--- config.mk ---
export PLATFORM = sky130hd
export DESIGN_NAME = pipeline_ctrl
export DESIGN_NICKNAME = d
export VERILOG_FILES = /design/src/rtl/pipeline_ctrl.sv
export SDC_FILE = /design/constraint.sdc
export NUM_CORES = 1
export LEC_CHECK = 0
export BUFFER_PORTS_ARGS = -buffer_cell sky130_fd_sc_hd__buf_2
export CORE_MARGIN = 2
export CORE_UTILIZATION = 55
export DETAILED_ROUTE_END_ITERATION = 7
export PLACE_DENSITY = 0.87
export SLEW_MARGIN = 20
export SYNTH_ARGS = -nofsm -noshare
export SYNTH_HDL_FRONTEND = slang
export SYNTH_SLANG_ARGS = --single-unit
--- constraint.sdc ---
create_clock -name clk -period 4.3 [get_ports clk]
set_input_delay 0.86 -clock clk [delete_from_list [all_inputs] [get_ports clk]]
set_output_delay 0.86 -clock clk [all_outputs]
set_load 0.01 [all_outputs]
--- src/rtl/pipeline_ctrl.sv ---
// pipeline_ctrl: stage stall/flush master, control-register file, exception/EXRT/interrupt commit
module pipeline_ctrl #(
  parameter int ADDR_W = 30,
  parameter int DATA_W = 32,
  parameter int IRQ_W  = 8
) (
  input  logic              clk,
  input  logic              rst,
  input  logic              if_busy,
  input  logic              ld_hazard,
  input  logic              mem_busy,
  input  logic              id_en,
  input  logic [ADDR_W-1:0] id_pc,
  input  logic              mem_en,
  input  logic [ADDR_W-1:0] mem_pc,
  input  logic [1:0]        mem_ctrl_op,
  input  logic [4:0]        mem_dst_addr,
  input  logic [2:0]        mem_exp_code,
  input  logic [DATA_W-1:0] mem_out,
  input  logic [IRQ_W-1:0]  irq,
  input  logic [4:0]        creg_rd_addr,
  output logic [DATA_W-1:0] creg_rd_data,
  output logic              exe_mode,
  output logic              if_stall,
  output logic              id_stall,
  output logic              ex_stall,
  output logic              mem_stall,
  output logic              if_flush,
  output logic              id_flush,
  output logic              ex_flush,
  output logic              mem_flush,
  output logic [ADDR_W-1:0] new_pc
);
  logic [1:0]        status, pre_status;
  logic [ADDR_W-1:0] epc, exp_vec;
  logic [2:0]        cause;
  logic [IRQ_W-1:0]  int_mask, irq_pend, irq_s1, irq_s2;
  logic stall, live, exc, exrt, wrcr, intr, flush_all, unused_ok;
  assign unused_ok = ^mem_out;
  assign stall = if_busy | ld_hazard | mem_busy;
  assign live  = ~rst & mem_en & ~mem_busy;
  assign exc   = live & (|mem_exp_code);
  assign exrt  = live & ~exc & (mem_ctrl_op == 2'd2);
  assign wrcr  = live & ~exc & (mem_ctrl_op == 2'd1);
  // interrupts enter at ID only when nothing in MEM is committing this cycle
  assign intr  = ~rst & status[1] & (|(irq_pend & ~int_mask)) & id_en & ~stall & ~exc & ~exrt & ~wrcr;
  assign flush_all = exc | exrt;
  assign if_stall  = ~rst & stall;
  assign id_stall  = ~rst & stall;
  assign ex_stall  = ~rst & mem_busy;
  assign mem_stall = ~rst & mem_busy;
  assign if_flush  = flush_all | intr;
  assign id_flush  = flush_all | intr | (~rst & ld_hazard & ~mem_busy);
  assign ex_flush  = flush_all;
  assign mem_flush = flush_all;
  assign new_pc    = exrt ? epc : (exc | intr) ? exp_vec : '0;
  assign exe_mode  = status[0];
  always_comb begin
    creg_rd_data = '0;
    case (creg_rd_addr)
      5'd0: creg_rd_data = DATA_W'(status);
      5'd1: creg_rd_data = DATA_W'(pre_status);
      5'd2: creg_rd_data = DATA_W'(epc);
      5'd3: creg_rd_data = DATA_W'(exp_vec);
      5'd4: creg_rd_data = DATA_W'(cause);
      5'd5: creg_rd_data = DATA_W'(int_mask);
      5'd6: creg_rd_data = DATA_W'(irq_pend);
      default: creg_rd_data = '0;
    endcase
  end
  always_ff @(posedge clk) begin
    if (rst) begin
      status     <= '0;
      pre_status <= '0;
      epc        <= '0;
      exp_vec    <= '0;
      cause      <= '0;
      int_mask   <= '1;
      irq_pend   <= '0;
      irq_s1     <= '0;
      irq_s2     <= '0;
    end else begin
      irq_s1   <= irq;
      irq_s2   <= irq_s1;
      irq_pend <= (wrcr && mem_dst_addr == 5'd6) ? irq_pend & ~mem_out[IRQ_W-1:0] : irq_pend | irq_s2;
      if (exc | intr) begin
        pre_status <= status;
        status     <= '0;
        epc        <= exc ? mem_pc : id_pc;
        cause      <= exc ? mem_exp_code : 3'd1;
      end else if (exrt) begin
        status <= pre_status;
      end else if (wrcr) begin
        case (mem_dst_addr)
          5'd0: status     <= mem_out[1:0];
          5'd1: pre_status <= mem_out[1:0];
          5'd2: epc        <= mem_out[ADDR_W-1:0];
          5'd3: exp_vec    <= mem_out[ADDR_W-1:0];
          5'd4: cause      <= mem_out[2:0];
          5'd5: int_mask   <= mem_out[IRQ_W-1:0];
          default: ;
        endcase
      end
    end
  end
endmodule

Word-level counts from Yosys, hierarchy flattened. Index checks and enable logic that the tools add are counted.

Input port bits: 122. Word-level logic and storage cells: 98. Output and inout bits: 71. Flip-flop bits (word level): 99.

Equal/unequal tests: 15. Bitwise gates (word level): 35. Mux-type cells: 21. Reduce and logical (&&, ||, !) cells: 18.

Operator list (count): $mux 30 (7); $pmux 30 s7 (1); $eq 5x3->1 const B (6); $eq 5x2->1 const B (4); $and 1x1->1 (17); $and 8x8->8 (2); $not 8->8 (2); $mux 3 (5); $mux 2 (7); $reduce_bool 2->1 (6); $eq 5x1->1 const B (2); $logic_not 5->1 (2); $reduce_and 3->1 (3); $mux 8 (1); $or 8x8->8 (1); $reduce_and 4->1 (2); $reduce_or 8->1 (1); $not 1->1 (7); $or 1x1->1 (6); $reduce_or 3->1 (1); $eq 2x1->1 const B (1); $eq 2x2->1 const B (1); $ne 2x1->1 const B (1); $reduce_and 2->1 (1); other kinds (2) (2).

Longest topological paths before layout. Gate-level depths: netlist of the first run.

Depth after elaboration: 13. Mapped depth: 7. Depth with buffers taken out: 5.

Worst setup path before layout of the first run. Ideal clock, no wire load.

Kind: input to output. Start point: input port rst. End point: output port new_pc[20]. Slack: 1144 ps. Stages: 6. Buffers on the path: 1. Data arrival time: 2296 ps. Data required time: 3440 ps. Cells stage by stage: nor3b_2 nand4_2 clkbuf_1 nor2_1 a21oi_1 nor3_1.

Word-level cells in the longest chain between the ends: 13. Elaborated cells on any way between the ends: 20. Classes of those cells: 2 x mux; 18 x bitwise.

RTL lines: start: declaration (line 8) `input logic rst,`; $not 1->1 * (line 41, 46); $and 1x1->1 (2 in a row) (line 41) `assign live = ~rst & mem_en & ~mem_busy;`; $and 1x1->1 (line 42) `assign exc = live & (|mem_exp_code);`; $not 1->1 (line 43, 44, 46); $and 1x1->1 (line 43, 44); $and 1x1->1 (line 43) `assign exrt = live & ~exc & (mem_ctrl_op == 2'd2);`; $not 1->1 (no line); $and 1x1->1 (2 in a row) (line 46) `assign intr = ~rst & status[1] & (|(irq_pend & ~int_mask)) & id_en & ~stall & ~exc & ~exrt & ~wrcr;`; $or 1x1->1 (line 56) `assign new_pc = exrt ? epc : (exc | intr) ? exp_vec : '0;`; $mux 30 (line 56); $mux 30 * (line 56); end: declaration (line 32) `output logic [ADDR_W-1:0] new_pc`.

Every way passes the cells marked *; elsewhere a longest branch is shown, timed or not.

Worst setup path after layout of the first run.
Start point: input port rst. End point: output port id_flush.

Word-level cells in the longest chain between the ends: 12. Elaborated cells on any way between the ends: 22. Classes of those cells: 22 x bitwise.

RTL lines: $not 1->1 * (line 41, 46, 53); $and 1x1->1 (2 in a row) (line 41); $and 1x1->1 (line 42); $not 1->1 (line 43, 44, 46); $and 1x1->1 (line 43, 44); $and 1x1->1 (line 43); $not 1->1 (no line); $and 1x1->1 (2 in a row) (line 46); $or 1x1->1 (line 53) `assign id_flush = flush_all | intr | (~rst & ld_hazard & ~mem_busy);`; $or 1x1->1 * (line 53); end: declaration (line 29) `output logic id_flush,`.

Marked as above.

==> impl_metrics.ini, run 1 <==
[cts]
post-cts-setup-buffer-count = 0
cts_buffers = 9
cts_resized = 0
path_clk_slew_ns = 0.09
clk_path_buf_depth = 2
numClockSinks = 99
cts-root-buf = clkbuf_8
cts_max_level = 3
clock_latency_ns = 0.37
postCtsHoldBufs = 0
cts_tree = yes

[cells_and_area]
seqCellArea_sq_um = 1980
final_area_sq_um = 6750
antenna_cells = 0
layout-drive-gt1-share_pct = 30.6
syn2layout_area_growth_pct = 21.6
finalNonFillerCells = 988
fin_nets = 972
multi_input_area_sq_um = 3190
n_fill_cell = 824

[synthesis]
synth_compound_area_share_pct = 30.4
synth_area_sq_um = 5550
synthTopCellsByArea = dfxtp_1 36%, nand2_1 6.2%, a21oi_1 5.8%
syn_inst = 704
synth_top_flop_cell = dfxtp_1
synthDominantCellAreaShare_pct = 35.7
synth-simple-area-share_pct = 23.2
synth_area_per_cell_sq_um = 7.88
async_flop_share_pct = 0
synthMuxAreaShare_pct = 2.53
yosysTopAreaCell = dfxtp_1
synth_top_family_by_area = compound AO/OA/AOI/OAI gates
synth-edff-count = 0
synth-xor-area-share_pct = 0.158
synth_warnings = 0
synth-seq-cells = 99
ys_seq_area_share_pct = 35.7
synthAdderAreaFrac_pct = 0
yosysUniqueCellTypes = 55

[setup_path]
crit_top_cell = buf_2
max_stage_delay_ns = 0.72
cp_data_required_time_ns = 3.44
cp_cell_sequence = buf_2, inv_1, and4_1, o21a_1, a21oi_4, o21ai_0, buf_2
cp_max_fo = 32
path_class = in -> out
crit_slowest_cell = a21oi_4
end_kind = primary output
arrival_ns = 2.96
crit_path_start_kind = input pin

[floorplan]
die_w_um = 104
dieArea_sq_um = 10900
initial_core_util_pct = 56.8
row_count = 36
die_h_um = 104
io_pins = 193
coreArea_sq_um = 9770

[detailed_routing]
antenna_left = 0
viasPerCell = 6.32
routedWlPerCell_um = 18.7
firstDrtPassIters = 6
drtIter0Drc = 620
wirelength_mm = 18.5
dr_total_vias = 6241
drc_errors = 0

[power_and_ir_drop]
power_w = 0.00184
ir_drop_v = 0.000249
seqPwrFrac_pct = 52.5
switchingPower_w = 0.000484
p_leak_nw = 2.75
power.share.combinational_pct = 12.8
power_density_nw_per_um2 = 272
p_clk_share_pct = 34.7
sw_frac_of_total_pct = 26.3
intPower_w = 0.00135

[timing]
hold_viol_final = 0
skew_ns = 0.0121
fin_ws_ns = 0.477
slew_violations = 0
min_period_over_period_pct = 88.9
final-setup-viol-count = 0
rsz0062_at_grt = no
finalCriticalPeriod_ns = 3.82
tightestPinTransition_ns = 1.17
fmax_mhz = 262
fin_setup_tns_ns = 0
max_slew_margin_pct = 21.7

[global_route]
overflow = 0
grt_max_degree = 89
grt_usage_pct = 32.7
grt_pass1_vias = 5960
grt_pass1_wl_mm = 29.2
antenna_found_initial = 0

[worst_hold_path]
min_path_type = reg -> reg

[run_status]
outcome = finished clean

[place]
dp_slack_ns = 0.567
routabilityCongestion = 0.929
place_inst = 972
port_buffers = 188
place_area_sq_um = 6530
hpwl_mm = 12.4

[flow_run]
cap_violations = 0
-- flip-flops by register name, indices dropped and copies added (netlist names) --
register / cells
irq_s2: 8
exp_vec: 30
pre_status: 2
epc: 30
int_mask: 8
irq_pend: 8
cause: 3
status: 2
irq_s1: 8
-- layer usage --
metal / vias to the layer above / GRT usage (%) / part of all wire, %
met5: - / 0 / 0
met4: 0 / 12.3 / 2.1
met3: 53 / 5.70 / 9.8
met2: 423 / 54.8 / 49
met1: 2896 / 42.0 / 39
li1: 2869 / - / -
-- cell usage in the layout, fill, tap and decap left out, types with 30 or more instances in the layout --
cell       instances
nor2_1            44
nor3_1            33
or3_1             33
dfxtp_1           99
a21oi_1           63
nand2_1           92
buf_2            188
inv_1             35
o22a_1            30
a2111oi_0         32
-- power groups by stage --
stage / combinational (W) / sequential [W] / clock [W]
final: 0.000235 / 0.000965 / 0.000637
after global routing: 0.000255 / 0.000968 / 0.000684
after CTS: 0.000231 / 0.000964 / 0.000637
after detailed placement: 0.000230 / 0.000985 / 0
after global placement: 0.000221 / 0.000984 / 0
after floorplan: 0.000129 / 0.000980 / 0
-- path summary, 6_finish.rpt --
kind,startpoint,to,slack (ns),depth (start not counted)
worst max-delay path,rst,id_flush,0.48,7
worst min register to register,irq_s1[6],irq_s2[6],0.44,1
worst max register to register,irq_pend[1],epc[11],1.35,6
worst min-delay path,irq_s1[6],irq_s2[6],0.44,1
-- Yosys cell counts, types with 2 or more instances --
cell and instances:
a2111oi_0 32, a21oi_1 64, a221oi_1 2, a22o_1 22, a22oi_1 18, a31o_1 2
a31o_2 28, a31oi_1 4, and2_1 2, and3_1 2, and4_1 2, buf_1 3
buf_2 13, buf_4 5, clkbuf_1 47, clkbuf_2 3, dfxtp_1 99, inv_1 35
mux2i_1 14, nand2_1 92, nand2b_1 9, nand3_1 4, nor2_1 44, nor2b_1 17
nor3_1 33, nor4_1 4, nor4_2 2, nor4b_1 3, o2111ai_1 2, o21ai_0 7
o22a_1 30, o41ai_1 5, or3_1 33
-- cell families after synthesis --
| kind of cell | Yosys count |
|---|---|
| and+or+nand+nor | 257 |
| buffers and inverters | 106 |
| other | 1 |
| AOI/OAI and AO/OA | 226 |
| xor gates and xnor gates | 1 |
| DFF | 99 |
| muxes | 14 |
-- final cells by class --
type,instances,share of cell area (%)
clock buffers,11,2.24
clock inverters,5,0.890
inverters,35,1.95
multi-input cells,500,47.2
flip-flops and latches,99,29.4
well taps,133,2.47
repair buffers,205,15.8
-- worst max-delay path, delay by kind of cell --
family                 cells  cell delay [ns]
and+or+nand+nor            1             0.35
AOI/OAI and AO/OA          3             1.17
buffers and inverters      3             0.56
-- stage by stage --
step / hold slack [ns] / utilization [%]
3_5_place_dp: 0.423 / 66.8
2_1_floorplan: 0.414 / -
5_1_grt: 0.459 / 69.0
4_1_cts: 0.446 / 69.0
3_3_place_gp: 0.418 / 66.8
6_report: 0.443 / 69.0
No activity file was read; power rests on OpenSTA's default activity.
==> run 2, diff against run 1 <==
--- a/config.mk
+++ b/config.mk
@@ -8,6 +8,7 @@
 export BUFFER_PORTS_ARGS = -buffer_cell sky130_fd_sc_hd__buf_2
 export CORE_MARGIN = 2
 export CORE_UTILIZATION = 55
+export CTS_CLUSTER_DIAMETER = 60
 export DETAILED_ROUTE_END_ITERATION = 7
 export PLACE_DENSITY = 0.87
 export SLEW_MARGIN = 20
==> constraint.sdc (replaced) <==
create_clock -name clk -period 4.3 [get_ports clk]
set_input_delay 0 -clock clk [delete_from_list [all_inputs] [get_ports clk]]
set_output_delay 0 -clock clk [all_outputs]
set_load 0.01 [all_outputs]
==> run 2 against run 1 <==
  * Power is 2.7% higher
  * Clock skew is 0.00066 ns lower
  * Count of clock-buffer cells in the layout is 2 lower
  * Combinational power is 23% higher
  * Core utilization is 7.4 points higher
  * Non-clock buffer count is 71 higher
  * Clock power hardly changed
  * Critical path depth is 2 higher
==> impl_metrics.ini, run 2 (same netlist as run 1, synthesis figures left out) <==
[detailed_routing]
drtIter0Drc = 696
wirelength_mm = 20.3
antenna_left = 0
dr_total_vias = 6684
drc_errors = 0
viasPerCell = 6.31
firstDrtPassIters = 5
routedWlPerCell_um = 19.2

[cells_and_area]
syn2layout_area_growth_pct = 34.5
final_common_cell = buf_2
seqCellArea_sq_um = 1980
fin_util_pct = 76.4
final_cell_mix = 188 x buf_2, 99 x dfxtp_1, 92 x nand2_1, 75 x dlygate4sd3_1, 63 x a21oi_1
layout-drive-gt1-share_pct = 28.1
n_fill_cell = 715
multi_input_area_sq_um = 3190
reg_top3 = epc x30, exp_vec x30
fin_nets = 1043

[timing]
fmax_mhz = 301
fin_setup_tns_ns = 0
max_slew_margin_pct = 28.7
finalCriticalPeriod_ns = 3.32
tightestPinTransition_ns = 1.06
final-setup-viol-count = 0
hold_viol_final = 0
rsz0062_at_grt = no
skew_ns = 0.0115
min_period_over_period_pct = 77.2
slew_violations = 0

[cts]
cts_resized = 0
clk_path_buf_depth = 2
cts_max_level = 3
clock_latency_ns = 0.37
cts_tree = yes
cts-root-buf = clkbuf_8
path_clk_slew_ns = 0.10
cts_buffers = 9
numClockSinks = 99

[place]
routabilityCongestion = 0.923
hpwl_mm = 12.3
port_buffers = 188

[setup_path]
crit_path_start_kind = input pin
r2r-end = epc[16]
cp_cell_sequence = buf_2, buf_4, inv_1, and4_1, o21a_1, buf_4, a21oi_4, o21ai_0, buf_2
r2r_slack_ns = 1.40
arrival_ns = 3.32
cp_data_required_time_ns = 4.30
max_stage_delay_ns = 0.81
crit_slowest_cell = a21oi_4
worst_r2r_path_depth = 6
cp_max_fo = 92
path_class = in -> out
end_kind = primary output
crit-reg2reg-launch = int_mask[6]

[floorplan]
dieArea_sq_um = 10900
coreArea_sq_um = 9770
io_pins = 193
row_count = 36
initial_core_util_pct = 56.8
die_w_um = 104
die_h_um = 104

[global_route]
antenna_found_initial = 1
grt_pass1_wl_mm = 32.2
grt_usage_pct = 36.2
grt_pass1_vias = 6819
grt_max_degree = 93
overflow = 0

[power_and_ir_drop]
power_density_nw_per_um2 = 253
ir_drop_v = 0.000252
p_leak_nw = 3.01

[worst_hold_path]
holdPathEnd = epc[17]
worstHoldPathCells = 3
min-delay-start = mem_pc[17]
min_path_type = in -> reg

[flow_run]
cap_violations = 0

[run_status]
outcome = finished clean
[run 2: critical path, delay by kind of cell]
| family | cells | cell delay, ns |
|---|---|---|
| AO/OA/AOI/OAI | 3 | 1.18 |
| buffers and inverters | 5 | 1.69 |
| AND/OR/NAND/NOR | 1 | 0.38 |
[run 2: how the worst max path moves through the flow]
stage	from	endpoint	slack (ns)	cells after the start
final	rst	id_flush	0.98	9
after floorplan	int_mask[0]	epc[0]	2.65	6
after detailed placement	rst	id_flush	1.10	9
after global routing	rst	id_flush	0.84	9
after CTS	rst	id_flush	1.10	9
after global placement	rst	new_pc[0]	1.23	9
[run 2: report_power, final]
group          switching (W)  internal, W
clock network       0.000354     0.000279
logic               0.000145     0.000144
registers          0.0000174     0.000948
total               0.000517      0.00137
[run 2: metal layers]
| layer | routed length [um] | part of all wire, % | track usage, % | vias to the layer above |
|---|---|---|---|---|
| li1 | - | - | - | 3014 |
| met1 | 7290 | 36 | 41.5 | 3104 |
| met2 | 9950 | 49 | 63.3 | 457 |
| met3 | 2090 | 10 | 5.76 | 109 |
| met4 | 1000 | 4.9 | 21.2 | 0 |
| met5 | 0 | 0 | 0 | - |
[run 2: per-stage QoR]
stage	hold WS (ns)	setup slack [ns]	power, W	area (sq um)	instances
floorplan	0.128	2.65	0.00111	5550	705
global route	0.00406	0.841	0.00196	7470	1060
finish	0.00420	0.982	0.00189	7470	1060
detailed placement	0.216	1.10	0.00121	6500	968
CTS	0.00107	1.10	0.00188	7460	1059
global placement	0.207	1.23	0.00120	6500	968
[run 2: cell type report]
cell class	instances	share of cell area, %
timing repair buffer	276	24.0
sequential	99	26.5
multi-input combinational	500	42.7
antenna	1	0.0335
tap	133	2.23
clock inverter	7	1.12
inverter	35	1.76
clock buffer	9	1.66
[run 2: repair_timing]
action                     CTS  global route
setup endpoints to repair    0             0
hold endpoints to repair    78             0
setup buffers                0             0
hold buffers                75             0
==> run 3, diff against run 2 <==
--- a/config.mk
+++ b/config.mk
@@ -7,10 +7,10 @@
 export LEC_CHECK = 0
 export BUFFER_PORTS_ARGS = -buffer_cell sky130_fd_sc_hd__buf_2
 export CORE_MARGIN = 2
-export CORE_UTILIZATION = 55
+export CORE_UTILIZATION = 51
 export CTS_CLUSTER_DIAMETER = 60
 export DETAILED_ROUTE_END_ITERATION = 7
-export PLACE_DENSITY = 0.87
+export PLACE_DENSITY = 0.81
 export SLEW_MARGIN = 20
 export SYNTH_ARGS = -nofsm -noshare
 export SYNTH_HDL_FRONTEND = slang
==> constraint.sdc (replaced) <==
create_clock -name clk -period 3.4 [get_ports clk]
set_input_delay 0 -clock clk [delete_from_list [all_inputs] [get_ports clk]]
set_output_delay 0 -clock clk [all_outputs]
set_load 0.01 [all_outputs]
==> run 3 against run 2 <==
  * Worst hold slack improved by 0.0027 ns
  * Cell count increased by 1.8%
  * Critical path type is now in -> reg
  * First-iteration DRC count decreased by 5.6%
  * Non-clock buffer count increased by 13
  * Register-to-register slack got worse by 0.91 ns
  * Highest routed layer unchanged
  * Setup slack got worse by 0.57 ns
  * Core utilization decreased by 5.8 points
  * Sequential power increased by 26%
  * Largest cell class unchanged
  * Via count about the same
  * Combinational power increased by 30%
  * Power increased by 24%
==> impl_metrics.ini, run 3 (same netlist as run 1, synthesis figures left out) <==
[run_status]
outcome = finished clean

[detailed_routing]
drtIter0Drc = 657
viasPerCell = 6.19
drc_errors = 0
antenna_left = 0
dr_total_vias = 6683
wirelength_mm = 20.3
firstDrtPassIters = 6
routedWlPerCell_um = 18.8

[cells_and_area]
layout-drive-gt1-share_pct = 28.2
syn2layout_area_growth_pct = 36.7
antenna_cells = 0
final_common_cell = buf_2
fin_nets = 1056
fin_util_pct = 70.6
n_fill_cell = 856
reg_top3 = epc x30, exp_vec x30
final_cell_mix = 188 x buf_2, 99 x dfxtp_1, 92 x nand2_1, 81 x dlygate4sd3_1, 63 x a21oi_1

[place]
dp_slack_ns = 0.834
port_buffers = 188
hpwl_mm = 12.8
routabilityCongestion = 0.933

[floorplan]
coreArea_sq_um = 10700
initial_core_util_pct = 51.6
die_h_um = 108
io_pins = 193
dieArea_sq_um = 11700
die_w_um = 108
row_count = 38

[timing]
final-setup-viol-count = 0
rsz0062_at_grt = no
min_period_over_period_pct = 87.9
tightestPinTransition_ns = 1.02
fmax_mhz = 335
finalCriticalPeriod_ns = 2.99
slew_violations = 0
fin_setup_tns_ns = 0
skew_ns = 0.00942
max_slew_margin_pct = 31.9
fin_ws_ns = 0.413
hold_viol_final = 0

[setup_path]
arrival_ns = 3.27
crit-reg2reg-launch = int_mask[2]
r2r-end = cause[1]
r2r_slack_ns = 0.49
worst_r2r_path_depth = 7
end_kind = register
path_class = in -> reg
crit_path_start_kind = input pin
cp_max_fo = 21
cp_data_required_time_ns = 3.68

[global_route]
use_met2_pct = 59.3
grt_pass1_wl_mm = 31.2
overflow = 0
grt_pass1_vias = 6587
grt_max_degree = 54
gr-usage-met3_pct = 5.67
grt_util_met1_pct = 39.7
grt_usage_pct = 34.0
grt_most_used_layer = met2
antenna_found_initial = 0

[power_and_ir_drop]
sw_frac_of_total_pct = 28.7
seqPwrFrac_pct = 52.0
power.share.combinational_pct = 16.0
power_density_nw_per_um2 = 309
switchingPower_w = 0.000674
ir_drop_v = 0.000200
intPower_w = 0.00167
p_clk_share_pct = 32.0
p_leak_nw = 3.06

[cts]
clock_latency_ns = 0.39
numClockSinks = 99
cts_buffers = 9
cts_max_level = 3
post-cts-setup-buffer-count = 0
clk_path_buf_depth = 2
cts_tree = yes
cts-root-buf = clkbuf_8
path_clk_slew_ns = 0.11

[worst_hold_path]
min_path_type = in -> reg
min-delay-start = id_pc[10]
holdPathEnd = epc[10]
worstHoldPathCells = 3

[flow_run]
cap_violations = 0
[run 3: worst max-delay path, stage by stage]
cell and delay (ns):
dlygate4sd3_1 0.53, buf_2 0.13, or3_1 0.52, o21ai_2 0.26, o211a_1 0.64, buf_4 0.36, or3_1 0.18, a31oi_1 0.08
dlygate4sd3_1 0.56
[run 3: worst max-delay path by stage]
| stage | startpoint | endpoint | slack [ns] | cells past startpoint |
|---|---|---|---|---|
| finish | mem_exp_code[0] | cause[1] | 0.41 | 9 |
| global route | mem_exp_code[0] | cause[1] | 0.25 | 9 |
| CTS | mem_exp_code[0] | cause[1] | 0.48 | 9 |
| detailed placement | irq_pend[3] | epc[1] | 0.83 | 6 |
| global placement | irq_pend[1] | epc[13] | 0.87 | 6 |
| floorplan | int_mask[0] | epc[0] | 1.75 | 6 |
[run 3: layout make-up]
type	count	area (sq um)	share of cell area [%]
Multi-Input combinational cell	500	3190	42.1
Sequential cell	99	1980	26.1
Timing Repair Buffer	289	1910	25.2
Tap cell	140	175	2.31
Inverter	35	131	1.73
Clock buffer	9	124	1.63
Clock inverter	7	66.3	0.874
[run 3: power groups by stage]
stage,registers [W],logic [W],clock network (W)
after CTS,0.00122,0.000362,0.000756
after global placement,0.00124,0.000287,0
after detailed placement,0.00125,0.000297,0
after floorplan,0.00124,0.000163,0
final,0.00122,0.000375,0.000750
after global routing,0.00122,0.000402,0.000796
[run 3: metrics by stage]
stage | hold WS (ns) | power, W | std cells | area, sq um
CTS | 0.000177 | 0.00234 | 1079 | 7590
floorplan | 0.128 | 0.00140 | 705 | 5550
global placement | 0.207 | 0.00153 | 981 | 6580
finish | 0.00692 | 0.00235 | 1079 | 7590
detailed placement | 0.214 | 0.00154 | 982 | 6590
global route | 0.00195 | 0.00242 | 1079 | 7590
[run 3: repair_timing]
action / in CTS / in global routing
endpoints found under the hold margin: 84 / 0
hold buffers: 81 / 0
resized for setup: 0 / 0
[run 3: per-layer routing]
| layer | vias up | wire length (um) |
|---|---|---|
| li1 | 3043 | - |
| met1 | 3099 | 7700 |
| met2 | 462 | 9780 |
| met3 | 79 | 2040 |
| met4 | 0 | 777 |
| met5 | - | 0 |
